[config.mk]
export PLATFORM = sky130hd
export DESIGN_NAME = interval_timer_ctrl_flat
export DESIGN_NICKNAME = d
export VERILOG_FILES = /design/src/rtl/interval_timer_ctrl_if.sv /design/src/rtl/interval_timer_ctrl.sv /design/src/flat_wrapper.sv
export SDC_FILE = /design/constraint.sdc
export NUM_CORES = 1
export LEC_CHECK = 0
export CAP_MARGIN = 20
export CORE_MARGIN = 8
export CORE_UTILIZATION = 39
export CTS_BUF_LIST = sky130_fd_sc_hd__clkbuf_16
export CTS_CLUSTER_SIZE = 16
export DETAILED_ROUTE_END_ITERATION = 7
export GPL_ROUTABILITY_DRIVEN = 0
export PLACE_DENSITY_LB_ADDON = 0.15
export SETUP_SLACK_MARGIN = 0.1
export SYNTH_ARGS = -nofsm -noshare
export SYNTH_HDL_FRONTEND = slang
export SYNTH_SLANG_ARGS = --single-unit
export TNS_END_PERCENT = 5
[constraint.sdc]
create_clock -name clk -period 2.3 [get_ports clk]
set_input_delay 0.46 -clock clk [delete_from_list [all_inputs] [get_ports clk]]
set_output_delay 0.46 -clock clk [all_outputs]
set_load 0.02 [all_outputs]
[src/rtl/interval_timer_ctrl_if.sv]
// interval_timer_ctrl_if: configuration, control and status signals of the interval timer
interface interval_timer_ctrl_if #(parameter int WIDTH = 8);
  logic             cfg_valid;
  logic             cfg_ready;
  logic [WIDTH-1:0] period;
  logic             periodic;
  logic             enable;
  logic             abort;
  logic             done_ack;
  logic [WIDTH-1:0] count;
  logic             tick;
  logic             done;
  logic             busy;
  modport slave (input cfg_valid, period, periodic, enable, abort, done_ack,
                 output cfg_ready, count, tick, done, busy);
  modport master (output cfg_valid, period, periodic, enable, abort, done_ack,
                  input cfg_ready, count, tick, done, busy);
endinterface

[src/rtl/interval_timer_ctrl.sv]
// interval_timer_ctrl: one-shot / auto-reload interval timer with cfg handshake, abort and done ack
module interval_timer_ctrl #(parameter int WIDTH = 8) (
  input logic clk,
  input logic rst,
  interval_timer_ctrl_if.slave bus
);
  typedef enum logic [1:0] {IDLE, LOAD, RUN, DONE} state_t;
  state_t state_q, state_d;
  logic [WIDTH-1:0] count_q, count_d, period_q, period_d;
  logic periodic_q, periodic_d, tick_q, tick_d;
  logic terminal;
  assign terminal = bus.enable && (count_q == period_q);
  always_ff @(posedge clk or posedge rst) begin
    if (rst) begin
      state_q <= IDLE;
      count_q <= '0;
      period_q <= '0;
      periodic_q <= 1'b0;
      tick_q <= 1'b0;
    end else begin
      state_q <= state_d;
      count_q <= count_d;
      period_q <= period_d;
      periodic_q <= periodic_d;
      tick_q <= tick_d;
    end
  end
  always_comb begin
    state_d = state_q;
    count_d = count_q;
    period_d = period_q;
    periodic_d = periodic_q;
    tick_d = 1'b0;
    case (state_q)
      IDLE: if (bus.cfg_valid) begin
        period_d = bus.period;
        periodic_d = bus.periodic;
        state_d = LOAD;
      end
      LOAD: begin
        count_d = '0;
        state_d = RUN;
      end
      RUN: if (terminal) begin
        tick_d = 1'b1;
        count_d = periodic_q ? '0 : count_q;
        state_d = periodic_q ? RUN : DONE;
      end else if (bus.enable) count_d = count_q + WIDTH'(1);
      DONE: state_d = bus.done_ack ? IDLE : DONE;
      default: state_d = IDLE;
    endcase
    // abort outranks terminal and done_ack, but never blocks an IDLE handshake
    if (bus.abort && state_q != IDLE) begin
      state_d = IDLE;
      count_d = '0;
      tick_d = 1'b0;
    end
  end
  assign bus.cfg_ready = (state_q == IDLE);
  assign bus.done = (state_q == DONE);
  assign bus.busy = (state_q == LOAD) || (state_q == RUN);
  assign bus.count = count_q;
  assign bus.tick = tick_q;
endmodule

[src/flat_wrapper.sv]
// flat-port wrapper written by rule: the top's interface ports become plain ports
module interval_timer_ctrl_flat 
#(parameter int WIDTH = 8)
  (clk, rst, bus_cfg_valid, bus_period, bus_periodic, bus_enable, bus_abort, bus_done_ack, bus_cfg_ready, bus_count, bus_tick, bus_done, bus_busy);
  interval_timer_ctrl_if #(.WIDTH(WIDTH)) bus_i ();
  input logic clk;
  input logic rst;
  input wire logic [$bits(bus_i.cfg_valid)-1:0] bus_cfg_valid;
  input wire logic [$bits(bus_i.period)-1:0] bus_period;
  input wire logic [$bits(bus_i.periodic)-1:0] bus_periodic;
  input wire logic [$bits(bus_i.enable)-1:0] bus_enable;
  input wire logic [$bits(bus_i.abort)-1:0] bus_abort;
  input wire logic [$bits(bus_i.done_ack)-1:0] bus_done_ack;
  output wire logic [$bits(bus_i.cfg_ready)-1:0] bus_cfg_ready;
  output wire logic [$bits(bus_i.count)-1:0] bus_count;
  output wire logic [$bits(bus_i.tick)-1:0] bus_tick;
  output wire logic [$bits(bus_i.done)-1:0] bus_done;
  output wire logic [$bits(bus_i.busy)-1:0] bus_busy;
  assign bus_i.cfg_valid = bus_cfg_valid;
  assign bus_i.period = bus_period;
  assign bus_i.periodic = bus_periodic;
  assign bus_i.enable = bus_enable;
  assign bus_i.abort = bus_abort;
  assign bus_i.done_ack = bus_done_ack;
  assign bus_cfg_ready = bus_i.cfg_ready;
  assign bus_count = bus_i.count;
  assign bus_tick = bus_i.tick;
  assign bus_done = bus_i.done;
  assign bus_busy = bus_i.busy;
  interval_timer_ctrl #(.WIDTH(WIDTH)) u_core (.clk(clk), .rst(rst), .bus(bus_i));
endmodule
==> out/metrics.yaml, run 1 <==
logic_synthesis:
  yosysTopAreaCellShare_pct: 41.2
  yosysWarnings: 0
  synth-edff-count: 0
  seq_area_frac_synth_pct: 41.2
  avgSynthCellArea_um2: 10.8
  synth.net_count: 133
  netlist_instances: 113
  synth.cell_area_um2: 1220
  synth-seq-cells: 20
  netlist_top_cells_area: "dfrtp_1, mux2_2, ha_1"
  yosysUniqueCellTypes: 37
  async_flop_share_pct: 100
  synthFlopType: "dfrtp_1"
  yosysTopAreaCell: "dfrtp_1"
sta:
  rsz0062_at_grt: "no"
  slew_viol_final: 0
  worst_pin_slew_ns: 0.663
  finalHoldViolCount: 0
  finClkSkew_ns: 0.00324
  relSlewSlack_pct: 55.4
  finalCritPeriodShare_pct: 92.4
  finalCriticalPeriod_ns: 2.12
  setup_slack_ns: 0.175
  max_freq_mhz: 471
  setup_violations: 0
  fin_tns_setup_ns: 0
final_layout:
  layout_commonest_cell: "clkdlybuf4s50_1"
  nNetsFinal: 163
  drive_gt1_share_pct: 15.6
  diodes: 0
  area_growth_syn_to_layout_pct: 30.3
  final_cell_mix: "clkdlybuf4s50_1, dfrtp_1, nand2_1"
  fillCellCount: 265
clocking:
  cts_inserted_buffers: 3
  cts.htree.levels: 1
  postCtsSetupBuffers: 0
  post_cts_resized: 0
  cts_hold_buf: 0
  cts_root_buf: "clkbuf_16"
  clock-sinks: 20
  cts_max_path_buffers: 2
  cts_tree: "done"
  path_clk_slew_ns: 0.05
  clk_latency_ns: 0.25
pwr:
  power_leakage_nw: 0.698
  p_comb_share_pct: 44.4
  irDropWorstVdd_uv: 478
  clkPwrFrac_pct: 21.8
  seq_power_share_pct: 33.7
  intPower_mw: 1.06
  p_switching_mw: 0.556
  p_per_area_nw_per_um2: 1020
  swShare_pct: 34.5
die:
  rows: 20
  core_area_um2: 3000
  start_util_pct: 40.5
  die-height_um: 71.8
  die_x_um: 71.8
  dieArea_um2: 5160
  io_pins: 27
min_path:
  worstHoldPathType: "reg -> reg"
drt:
  drt_iter0_drc: 38
  drc: 0
  wl_um: 2700
  vias: 980
  wl_per_cell_um: 15.5
  ant_nets: 0
  drtPass1Iterations: 4
  routed_via_density: 5.63
placement:
  port_buffers: 26
  place_ws_ns: 0.137
  dp_hpwl_um: 2060
grt:
  antenna_found_initial: 0
  grt-ovfl-total: 0
  grt_util_all_layers_pct: 10.9
  grt_pass1_wl_um: 4530
  grt_pass1_vias: 978
  grt_start_max_net_pins: 21
setup_path:
  cp-start-kind: "register"
  cp-end-kind: "output port"
  worstPathArrival_ns: 1.66
  cp_data_required_time_ns: 1.84
  critical_path_class: "reg -> out"
  worst-path-max-fanout: 5
flow_run:
  drv_cap: 0
run_status:
  status: "complete, no violations"
-- per-layer routing --
layer  track usage, %  part of all wire, %  routed length, um  up-vias
li1                 -                    -                  -      478
met1             13.9                   47               1270      476
met2             17.0                   47               1260       24
met3             3.49                  5.9                160        2
met4             2.95                 0.30                  8        0
met5                0                    0                  0        -
-- worst paths after layout --
check / end / slack, ns / depth (start not counted) / startpoint
worst min-delay path: u_core.periodic_q$_DFFE_PP0P_ / 0.51 / 1 / u_core.periodic_q$_DFFE_PP0P_
worst max-delay path: bus_cfg_ready / 0.18 / 3 / u_core.state_q[1]$_DFFE_PP0P_
worst min register to register: u_core.periodic_q$_DFFE_PP0P_ / 0.51 / 1 / u_core.periodic_q$_DFFE_PP0P_
worst max register to register: u_core.bus.count[0]$_DFFE_PP0P_ / 0.30 / 5 / u_core.bus.count[3]$_DFFE_PP0P_
min in group asynchronous: u_core.period_q[5]$_DFFE_PP0P_ / 0.55 / 3 / rst
max in group asynchronous: u_core.period_q[4]$_DFFE_PP0P_ / 1.53 / 3 / rst
-- worst max-delay path: stages, from the launching register on --
cell and delay (ns):
dfrtp_1 0.41, inv_1 0.12, ha_1 0.24, clkdlybuf4s50_1 0.64
-- cells by family (layout without fill, tap and decap cells) --
logic type | after synthesis | count (layout) | share of synthesized area, %
xor gates and xnor gates | 8 | 8 | 7.00
muxes | 10 | 10 | 9.26
adders and majority gates | 5 | 5 | 5.14
buffers and inverters | 11 | 39 | 5.45
AOI/OAI and AO/OA | 21 | 21 | 14.5
and+or+nand+nor | 38 | 38 | 17.5
DFF | 20 | 20 | 41.2
-- Yosys cell counts (3+ instances only) --
cell type  number
inv_1           5
dfrtp_1        20
a22o_1          4
nand3_1         4
a41o_1          4
nand2b_1        3
and3_1          3
ha_1            5
buf_6           3
xnor2_1         6
nand2_1        11
mux2_2         10
-- power groups by stage --
stage	clock [mW]	combinational (mW)	sequential, mW
final	0.352	0.716	0.544
after global routing	0.375	0.786	0.558
after CTS	0.363	0.724	0.545
after detailed placement	0	0.723	0.551
after global placement	0	0.710	0.547
after floorplan	0	0.503	0.542
-- cell type report --
| class | count | area (um^2) | area share, % |
|---|---|---|---|
| inverters | 5 | 18.8 | 1.18 |
| multi-input cells | 82 | 649 | 41.0 |
| clock buffers | 3 | 75.1 | 4.74 |
| flip-flops and latches | 20 | 500 | 31.6 |
| repair buffers | 31 | 300 | 18.9 |
| well taps | 33 | 41.3 | 2.60 |
-- stage by stage --
stage	utilization (%)	total power [mW]	instances	hold WS, ns	cell area, um^2
floorplan	-	1.05	113	0.424	1220
global placement	50.2	1.26	171	0.493	1510
detailed placement	50.2	1.27	171	0.500	1510
CTS	52.7	1.63	174	0.512	1580
global route	52.8	1.72	174	0.531	1590
finish	52.8	1.61	174	0.507	1590
-- sequential cells by signal, summed over array words and instances, names as in the netlist --
name / count
u_core.state_q: 2
u_core.period_q: 8
u_core.bus.count: 8
u_core.periodic_q: 1
u_core.bus.tick: 1
No activity file was read; power rests on OpenSTA's default activity.
==> run 2, diff against run 1 <==
--- a/config.mk
+++ b/config.mk
@@ -5,7 +5,7 @@
 export SDC_FILE = /design/constraint.sdc
 export NUM_CORES = 1
 export LEC_CHECK = 0
-export CAP_MARGIN = 20
+export CAP_MARGIN = 10
 export CORE_MARGIN = 8
 export CORE_UTILIZATION = 39
 export CTS_BUF_LIST = sky130_fd_sc_hd__clkbuf_16
==> results of run 2 <==
No change in the layout: final DEF, timing and power equal those of run 1.
